`src/rtl/ddr_rw_burst_scheduler_pkg.sv`:
```
// Shared types and helpers for the DDR read/write burst scheduler.
// Package name: ddr_sched_pkg.
`timescale 1ns/1ps
package ddr_sched_pkg;

  // Scheduler FSM states.
  typedef enum logic [2:0] {
    ST_IDLE    = 3'd0,
    ST_WR_REQ  = 3'd1,
    ST_WR_WAIT = 3'd2,
    ST_RD_REQ  = 3'd3,
    ST_RD_WAIT = 3'd4,
    ST_DONE    = 3'd5
  } state_e;

  // Channel identifiers, used for grants and round-robin history.
  typedef enum logic {
    CH_WR = 1'b0,
    CH_RD = 1'b1
  } ch_e;

  // Bytes covered by one burst. This is the amount the frame offset advances per burst.
  function automatic int burst_bytes(input int burst_len, input int beat_bytes);
    return burst_len * beat_bytes;
  endfunction

endpackage

```
`src/rtl/ddr_rw_burst_scheduler_if.sv`:
```
// Burst request/handshake bundle between the scheduler and the DDR AXI engine.
`timescale 1ns/1ps
interface ddr_rw_burst_scheduler_if #(
  parameter int ADDR_WIDTH = 32
);
  logic                  wr_req;
  logic [ADDR_WIDTH-1:0] wr_addr;
  logic                  wr_ack;
  logic                  wr_done;
  logic                  rd_req;
  logic [ADDR_WIDTH-1:0] rd_addr;
  logic                  rd_ack;
  logic                  rd_done;

  // Scheduler side: issues requests and observes the engine handshake.
  modport master (
    output wr_req, wr_addr, rd_req, rd_addr,
    input  wr_ack, wr_done, rd_ack, rd_done
  );

  // Engine side: accepts requests and reports completion.
  modport slave (
    input  wr_req, wr_addr, rd_req, rd_addr,
    output wr_ack, wr_done, rd_ack, rd_done
  );
endinterface

```
`src/rtl/ddr_rw_burst_scheduler_addr_gen.sv`:
```
// Per-channel frame address generator. It captures the frame base at the first
// burst of a frame and tracks the burst index and byte offset. It detects the
// last burst of the frame and raises frame_end during the DONE cycle of that burst.
`timescale 1ns/1ps
module ddr_burst_addr_gen #(
  parameter int ADDR_WIDTH  = 32,
  parameter int BURST_BYTES = 512
) (
  input  logic                  clk,
  input  logic                  reset,
  input  logic                  start,        // burst granted to this channel
  input  logic                  advance,      // this channel's burst completed (DONE)
  input  logic                  clear,        // scheduler disabled: restart frame
  input  logic [ADDR_WIDTH-1:0] base,
  input  logic [15:0]           frame_bursts,
  output logic [ADDR_WIDTH-1:0] addr,
  output logic                  frame_end
);

  localparam logic [ADDR_WIDTH-1:0] STEP = ADDR_WIDTH'(BURST_BYTES);

  logic [ADDR_WIDTH-1:0] base_q;
  logic [ADDR_WIDTH-1:0] offset_q;
  logic [15:0]           index_q;
  logic [15:0]           limit_m1;
  logic                  is_last;

  // Frame limit (0 counts as 1), wrap detection and the wrapping address sum.
  // NOTE: every always_comb output gets a default or a full assignment first, so no latch is inferred.
  always_comb begin
    limit_m1  = (frame_bursts == 16'd0) ? 16'd0 : frame_bursts - 16'd1;
    is_last   = (index_q >= limit_m1);
    frame_end = advance && is_last;
    addr      = base_q + offset_q;
  end

  // Base capture on the first burst of a frame. Index and offset advance on completion.
  // NOTE: state registers use non-blocking assignments only, so every register samples pre-edge values.
  always_ff @(posedge clk) begin
    if (reset) begin
      base_q   <= '0;
      offset_q <= '0;
      index_q  <= '0;
    end else if (clear) begin
      offset_q <= '0;
      index_q  <= '0;
    end else begin
      if (start && (index_q == 16'd0)) begin
        base_q <= base;
      end
      if (advance) begin
        if (is_last) begin
          index_q  <= '0;
          offset_q <= '0;
        end else begin
          index_q  <= index_q + 16'd1;
          offset_q <= offset_q + STEP;
        end
      end
    end
  end

endmodule

```
`src/rtl/ddr_rw_burst_scheduler.sv`:
```
// Arbitrates one shared DDR AXI burst engine between the write-FIFO drain channel
// and the read-FIFO fill channel. It issues one burst at a time. A channel is eligible
// when its FIFO has a full burst of data or space. Ties are broken round-robin.
// Optional request-to-done watchdog: define DDR_SCHED_TIMEOUT_EN.
`timescale 1ns/1ps
module ddr_rw_burst_scheduler
  import ddr_sched_pkg::*;
#(
  parameter int ADDR_WIDTH     = 32,
  parameter int CNT_WIDTH      = 11,
  parameter int BURST_LEN      = 64,
  parameter int BEAT_BYTES     = 8,
  parameter int TIMEOUT_CYCLES = 4096
) (
  input  logic                  clk,
  input  logic                  reset,
  input  logic                  enable,
  input  logic [15:0]           frame_bursts,
  input  logic [ADDR_WIDTH-1:0] wr_base_addr,
  input  logic [ADDR_WIDTH-1:0] rd_base_addr,
  input  logic [CNT_WIDTH-1:0]  wr_fifo_count,
  input  logic [CNT_WIDTH-1:0]  rd_fifo_space,
  ddr_rw_burst_scheduler_if.master eng,
  output logic                  wr_frame_end,
  output logic                  rd_frame_end,
  output logic                  busy,
  output logic                  timeout
);

  localparam int                   BURST_BYTES = burst_bytes(BURST_LEN, BEAT_BYTES);
  localparam logic [CNT_WIDTH-1:0] ELIG_LEVEL  = CNT_WIDTH'(BURST_LEN);

  state_e state_q, state_d;
  ch_e    last_grant_q, cur_ch_q, grant_ch;
  logic   grant, timed_out, tmo_hit;
  logic   wr_elig, rd_elig;

  // Next-state logic: threshold eligibility, round-robin grant and the handshake walk.
  always_comb begin
    state_d   = state_q;
    grant     = 1'b0;
    grant_ch  = CH_WR;
    timed_out = 1'b0;
    wr_elig   = (wr_fifo_count >= ELIG_LEVEL);
    rd_elig   = (rd_fifo_space >= ELIG_LEVEL);
    unique case (state_q)
      ST_IDLE: begin
        if (enable) begin
          if (wr_elig && rd_elig) begin
            grant    = 1'b1;
            grant_ch = (last_grant_q == CH_RD) ? CH_WR : CH_RD;
          end else if (wr_elig) begin
            grant    = 1'b1;
            grant_ch = CH_WR;
          end else if (rd_elig) begin
            grant    = 1'b1;
            grant_ch = CH_RD;
          end
        end
        if (grant) state_d = (grant_ch == CH_WR) ? ST_WR_REQ : ST_RD_REQ;
      end
      ST_WR_REQ: begin
        if (eng.wr_ack && eng.wr_done) state_d = ST_DONE;
        else if (eng.wr_ack)           state_d = ST_WR_WAIT;
        else if (tmo_hit) begin
          state_d   = ST_IDLE;
          timed_out = 1'b1;
        end
      end
      ST_WR_WAIT: begin
        if (eng.wr_done) state_d = ST_DONE;
        else if (tmo_hit) begin
          state_d   = ST_IDLE;
          timed_out = 1'b1;
        end
      end
      ST_RD_REQ: begin
        if (eng.rd_ack && eng.rd_done) state_d = ST_DONE;
        else if (eng.rd_ack)           state_d = ST_RD_WAIT;
        else if (tmo_hit) begin
          state_d   = ST_IDLE;
          timed_out = 1'b1;
        end
      end
      ST_RD_WAIT: begin
        if (eng.rd_done) state_d = ST_DONE;
        else if (tmo_hit) begin
          state_d   = ST_IDLE;
          timed_out = 1'b1;
        end
      end
      ST_DONE: state_d = ST_IDLE;
      default: state_d = ST_IDLE;
    endcase
  end

  // State register, granted channel and round-robin history.
  always_ff @(posedge clk) begin
    if (reset) begin
      state_q      <= ST_IDLE;
      last_grant_q <= CH_RD;
      cur_ch_q     <= CH_WR;
    end else begin
      state_q <= state_d;
      if (grant) cur_ch_q <= grant_ch;
      if ((state_q == ST_DONE) || timed_out) last_grant_q <= cur_ch_q;
    end
  end

`ifdef DDR_SCHED_TIMEOUT_EN
  localparam int TW = $clog2(TIMEOUT_CYCLES) + 1;

  logic [TW-1:0] tmo_cnt_q;
  logic          timeout_q;
  logic          in_burst;

  assign in_burst = (state_q == ST_WR_REQ) || (state_q == ST_WR_WAIT) ||
                    (state_q == ST_RD_REQ) || (state_q == ST_RD_WAIT);
  assign tmo_hit  = (tmo_cnt_q == TW'(TIMEOUT_CYCLES - 1));
  assign timeout  = timeout_q;

  // Watchdog counts cycles spent waiting on the engine. The flag stays set until reset.
  always_ff @(posedge clk) begin
    if (reset) begin
      tmo_cnt_q <= '0;
      timeout_q <= 1'b0;
    end else begin
      tmo_cnt_q <= (in_burst && !timed_out) ? tmo_cnt_q + TW'(1) : '0;
      if (timed_out) timeout_q <= 1'b1;
    end
  end
`else
  assign tmo_hit = 1'b0;
  assign timeout = 1'b0;
`endif

  // Moore outputs decoded from the state register, so reset clears them on the same edge.
  always_comb begin
    eng.wr_req = (state_q == ST_WR_REQ);
    eng.rd_req = (state_q == ST_RD_REQ);
    busy       = (state_q != ST_IDLE);
  end

  ddr_burst_addr_gen #(
    .ADDR_WIDTH  (ADDR_WIDTH),
    .BURST_BYTES (BURST_BYTES)
  ) u_wr_addr (
    .clk          (clk),
    .reset        (reset),
    .start        (grant && (grant_ch == CH_WR)),
    .advance      ((state_q == ST_DONE) && (cur_ch_q == CH_WR)),
    .clear        ((state_q == ST_IDLE) && !enable),
    .base         (wr_base_addr),
    .frame_bursts (frame_bursts),
    .addr         (eng.wr_addr),
    .frame_end    (wr_frame_end)
  );

  ddr_burst_addr_gen #(
    .ADDR_WIDTH  (ADDR_WIDTH),
    .BURST_BYTES (BURST_BYTES)
  ) u_rd_addr (
    .clk          (clk),
    .reset        (reset),
    .start        (grant && (grant_ch == CH_RD)),
    .advance      ((state_q == ST_DONE) && (cur_ch_q == CH_RD)),
    .clear        ((state_q == ST_IDLE) && !enable),
    .base         (rd_base_addr),
    .frame_bursts (frame_bursts),
    .addr         (eng.rd_addr),
    .frame_end    (rd_frame_end)
  );

endmodule
```
`src/flat_wrapper.sv`:
```
// flat-port wrapper written by rule: the top's interface ports become plain ports
module ddr_rw_burst_scheduler_flat import ddr_sched_pkg::*;
#(
  parameter int ADDR_WIDTH     = 32,
  parameter int CNT_WIDTH      = 11,
  parameter int BURST_LEN      = 64,
  parameter int BEAT_BYTES     = 8,
  parameter int TIMEOUT_CYCLES = 4096
)
  (clk, reset, enable, frame_bursts, wr_base_addr, rd_base_addr, wr_fifo_count, rd_fifo_space, wr_frame_end, rd_frame_end, busy, timeout, eng_wr_req, eng_wr_addr, eng_rd_req, eng_rd_addr, eng_wr_ack, eng_wr_done, eng_rd_ack, eng_rd_done);
  ddr_rw_burst_scheduler_if #(.ADDR_WIDTH(ADDR_WIDTH)) eng_i ();
  input  logic clk;
  input  logic reset;
  input  logic enable;
  input  logic [15:0] frame_bursts;
  input  logic [ADDR_WIDTH-1:0] wr_base_addr;
  input  logic [ADDR_WIDTH-1:0] rd_base_addr;
  input  logic [CNT_WIDTH-1:0] wr_fifo_count;
  input  logic [CNT_WIDTH-1:0] rd_fifo_space;
  output logic wr_frame_end;
  output logic rd_frame_end;
  output logic busy;
  output logic timeout;
  output wire logic [$bits(eng_i.wr_req)-1:0] eng_wr_req;
  output wire logic [$bits(eng_i.wr_addr)-1:0] eng_wr_addr;
  output wire logic [$bits(eng_i.rd_req)-1:0] eng_rd_req;
  output wire logic [$bits(eng_i.rd_addr)-1:0] eng_rd_addr;
  input wire logic [$bits(eng_i.wr_ack)-1:0] eng_wr_ack;
  input wire logic [$bits(eng_i.wr_done)-1:0] eng_wr_done;
  input wire logic [$bits(eng_i.rd_ack)-1:0] eng_rd_ack;
  input wire logic [$bits(eng_i.rd_done)-1:0] eng_rd_done;
  assign eng_wr_req = eng_i.wr_req;
  assign eng_wr_addr = eng_i.wr_addr;
  assign eng_rd_req = eng_i.rd_req;
  assign eng_rd_addr = eng_i.rd_addr;
  assign eng_i.wr_ack = eng_wr_ack;
  assign eng_i.wr_done = eng_wr_done;
  assign eng_i.rd_ack = eng_rd_ack;
  assign eng_i.rd_done = eng_rd_done;
  ddr_rw_burst_scheduler #(.ADDR_WIDTH(ADDR_WIDTH), .CNT_WIDTH(CNT_WIDTH), .BURST_LEN(BURST_LEN), .BEAT_BYTES(BEAT_BYTES), .TIMEOUT_CYCLES(TIMEOUT_CYCLES)) u_core (.clk(clk), .reset(reset), .enable(enable), .frame_bursts(frame_bursts), .wr_base_addr(wr_base_addr), .rd_base_addr(rd_base_addr), .wr_fifo_count(wr_fifo_count), .rd_fifo_space(rd_fifo_space), .eng(eng_i), .wr_frame_end(wr_frame_end), .rd_frame_end(rd_frame_end), .busy(busy), .timeout(timeout));
endmodule
```
`config.mk`:
```
export PLATFORM = sky130hd
export DESIGN_NAME = ddr_rw_burst_scheduler_flat
export DESIGN_NICKNAME = d
export VERILOG_FILES = /design/src/rtl/ddr_rw_burst_scheduler_pkg.sv /design/src/rtl/ddr_rw_burst_scheduler_if.sv /design/src/rtl/ddr_rw_burst_scheduler_addr_gen.sv /design/src/rtl/ddr_rw_burst_scheduler.sv /design/src/flat_wrapper.sv
export SDC_FILE = /design/constraint.sdc
export NUM_CORES = 1
export LEC_CHECK = 0
export CAP_MARGIN = 0
export CELL_PAD_IN_SITES_DETAIL_PLACEMENT = 0
export CELL_PAD_IN_SITES_GLOBAL_PLACEMENT = 1
export CORE_MARGIN = 10
export CORE_UTILIZATION = 32
export DETAILED_ROUTE_END_ITERATION = 10
export HOLD_SLACK_MARGIN = 0.1
export PLACE_DENSITY_LB_ADDON = 0.1
export SLEW_MARGIN = 20
export SYNTH_ARGS = -nofsm -noshare
export SYNTH_HDL_FRONTEND = slang
export SYNTH_SLANG_ARGS = --single-unit
export TNS_END_PERCENT = 30
```
`constraint.sdc`:
```
create_clock -name clk -period 11.45 [get_ports clk]
set_input_delay 2.29 -clock clk [delete_from_list [all_inputs] [get_ports clk]]
set_output_delay 2.29 -clock clk [all_outputs]
set_load 0.005 [all_outputs]
```
==> results.md <==
* Top Usage Layer GRT: met2
* WL final at 27600 um
* Buf+Inv Stages, Crit Path at 3
* Met2 usage in global routing at 24.0%
* Yosys top cell area share at 31.3%
* Die ar. at 0.0366 mm^2
* Status: finished clean
* Hold Violations, Final at 0
* CTS tree: done
* Max-Cap Viols at 0
* Pre-CTS setup slack at 2.31 ns
* Post-CTS Resized at 0
* DR WL/cell at 16.6 um
* Met3 Use GR at 3.30%
* Clock tree root buffer cell: clkbuf_16
* IO buf count at 165
* Most common cell after layout, fill and taps aside: clkdlybuf4s50_1
* # H-tree levels at 4
* Initial Utilization at 32.6%
* Most frequent cells in the layout: 164 x clkdlybuf4s50_1, 147 x dfxtp_1, 111 x nor2_1
* Synthesized area at 0.00940 mm^2
* Fin crit share at 79.8%
* Fraction of layout instances using a drive strength above 1 at 7.31%
* Critical path class: input port to output port
* Clock latency at the later pin of the worst-skew pair at 0.43 ns
* Max Root-Sink Buffers at 2
* Cell mode on critical path: clkdlybuf4s50_1
* Io pins at 179
* Cell taking the most area after synthesis: dfxtp_1
* FP Rows at 62
* Worst setup EP type: output port
* EDFF count, synth at 0
* Unrepaired setup endpoints after global routing: false
* Sequential area share after synthesis at 31.3%
* Cts hold-fix bufs at 0
* Worst Setup Slack, final at 2.31 ns
* Residual DRC at 0
* Synthesized area per cell at 8.31 um^2
* Arrival time worst endpoint at 6.85 ns
* CP required at 9.16 ns
* CTS sink cnt at 147
* Number of global-route vias before repair at 8016
* Sequential Power Share at 36.7%
* Final Setup Violations at 0
* Pwr Density at 132 mW/mm^2
* Routed Antenna Nets at 0
* Pleak at 0.00460 uW
* Synthesized flop and latch total at 147
* HPWL after detailed placement at 20700 um
* Fin Clk Skew at 0.0122 ns
* Syn Inst Count at 1131
* Cell family with most CP delay: simple AND/OR/NAND/NOR gates
* Antenna Cells at 0
* CP Launch Type: input port
* 1st-iter DRT viols at 361
* Worst-Margin Slew at 0.958 ns
* Avg Vias per Cell at 4.93
* Hold Path Class: flip-flop to flip-flop
* Worst rel slew slack at 34.4%
* Number of CTS-inserted buffers at 17
* Min cycle time layout at 9.14 ns
* Util after Layout at 41.4%
* RePlAce Congestion at 0.790
* Cell internal pwr at 1110 uW
* Synth top area cells: dfxtp_1 31%, ha_1 11%, xnor2_1 6.2%
* Antenna violations before repair at 0
* Combinational Power Share at 24.0%
* Clk network pwr share at 39.3%
* Max Fclk at 109 MHz
* Worst-path cell chain: clkdlybuf4s50_1 > or4_4 > or3_1 > or4_1 > nand2b_4 > nand2_1 > ha_1 > a21o_1 > a21oi_1 > nor2b_1 > o311ai_0 > a311oi_4 > buf_4 > clkdlybuf4s50_1
* First-pass GRT wire length at 44600 um
* CTS clk-pin slew, worst paths at 0.06 ns
* M1 GR Usage at 20.2%
* Peak supply drop at 0.0994 mV
* Synth Flop Type: dfxtp_1
* Pin count of the biggest net entering global routing at 72
* Mapped Nets at 1324
* Vias at 8170
* Overflow after GRT at 0
* Fill cell count at 2990
* Crit Path Max Fanout at 38
* Net Sw Frac at 29.4%
* First-pass iteration count of the detailed router at 4
* Area delta synth->final at 27.2%
* Asr flop ratio synth at 0%
* Final Max Tran Viols at 0
* Core ar. at 0.0289 mm^2
* CP max-delay cell: o311ai_0
* Yosys cell types at 61
* Nets at 1453
* Synth Warn # at 0
* # Post-CTS Setup Buffers at 0
* GRT Util Overall at 15.0%
* Die Span X at 191 um
* Switch Pwr at 463 uW
* Die span in y at 191 um
* Slowest stage delay, CP at 0.68 ns
* Post-route setup TNS at 0 ns
-- tightest hold or removal path, cell delays in order (launching register included) --
cell and delay [ns]:
dfxtp_1 0.32, nand2_2 0.05, a21oi_1 0.04
-- layer usage --
layer	vias to the layer above	part of all wire, %
met1	3748	49
met3	16	4.1
met2	119	46
li1	4287	-
met4	0	0.91
met5	-	0
-- power groups by stage --
stage / registers [uW] / clock network (uW) / logic [uW]
2_1_floorplan: 574 / 0 / 239
3_3_place_gp: 589 / 0 / 384
3_5_place_dp: 589 / 0 / 384
4_1_cts: 578 / 641 / 386
5_1_grt: 583 / 665 / 420
6_report: 578 / 618 / 377
-- logic make-up (layout without fill, tap and decap cells) --
| logic type | count (synthesis) | in the layout | share of synthesized area (%) |
|---|---|---|---|
| AND/OR/NAND/NOR | 484 | 484 | 25.8 |
| AO/OA/AOI/OAI | 177 | 177 | 12.4 |
| flip-flops | 147 | 147 | 31.3 |
| XOR/XNOR | 119 | 119 | 11.1 |
| adder cells (fa/ha/maj) | 84 | 84 | 11.2 |
| buffers and inverters | 81 | 223 | 4.06 |
| multiplexers | 38 | 38 | 4.05 |
| other | 1 | 1 | 0.0399 |
-- layout make-up --
cell class | count | area (um^2) | share of cell area (%)
inverters | 19 | 71.3 | 0.597
clock buffers | 18 | 439 | 3.67
clock inverters | 14 | 200 | 1.67
well taps | 384 | 480 | 4.02
multi-input cells | 903 | 6120 | 51.2
repair buffers | 172 | 1700 | 14.2
flip-flops and latches | 147 | 2940 | 24.6
-- synthesized netlist by cell type, types with 3 or more instances --
cell type	number
nand3b_1	5
nand2_1	104
nand4_1	21
o21ai_0	23
a21o_1	18
and3_1	10
nand3_1	38
xor2_1	53
or4_4	3
mux2i_1	38
buf_4	8
and2_1	7
a2111oi_0	3
buf_2	8
or4_1	4
o31ai_1	3
nor2b_1	7
nand2b_1	8
dfxtp_1	147
nor2_1	111
nand2_2	28
a31oi_1	9
o211ai_1	8
o311ai_0	4
nor4_1	16
buf_6	5
clkbuf_1	41
or2_2	5
nor3_1	92
and4_1	10
or3_1	6
a311oi_1	3
a21oi_1	54
xnor2_1	66
inv_1	19
a21oi_2	8
o21a_1	11
ha_1	84
a211oi_1	15
-- state kept, by name, indices dropped and copies added (netlist names) --
name	count
u_core.cur_ch_q	1
u_core.u_wr_addr.index_q	16
u_core.u_rd_addr.base_q	32
u_core.u_wr_addr.offset_q	23
u_core.u_wr_addr.base_q	32
u_core.state_q	3
u_core.u_rd_addr.offset_q	23
u_core.u_rd_addr.index_q	16
u_core.last_grant_q	1
-- final timing paths --
| path | start | endpoint | slack [ns] | cells after the start |
|---|---|---|---|---|
| setup reg to reg | u_core.state_q[0]$_SDFFE_PP0P_ | u_core.u_rd_addr.offset_q[9]$_SDFFE_PP0P_ | 8.65 | 7 |
| setup / recovery | frame_bursts[8] | wr_frame_end | 2.31 | 14 |
| hold reg to reg | u_core.u_rd_addr.base_q[5]$_SDFFE_PP0P_ | u_core.u_rd_addr.base_q[5]$_SDFFE_PP0P_ | 0.45 | 2 |
| hold / removal | u_core.u_rd_addr.base_q[5]$_SDFFE_PP0P_ | u_core.u_rd_addr.base_q[5]$_SDFFE_PP0P_ | 0.45 | 2 |
-- stage by stage --
step,power (uW),hold WS (ns),cells,cell area [um^2]
after detailed placement,973,0.448,1625,11300
after global placement,972,0.439,1625,11300
after global routing,1670,0.471,1657,12000
final,1570,0.455,1657,12000
after floorplan,813,0.431,1131,9400
after CTS,1600,0.457,1657,12000
No activity file was read; power rests on OpenSTA's default activity.
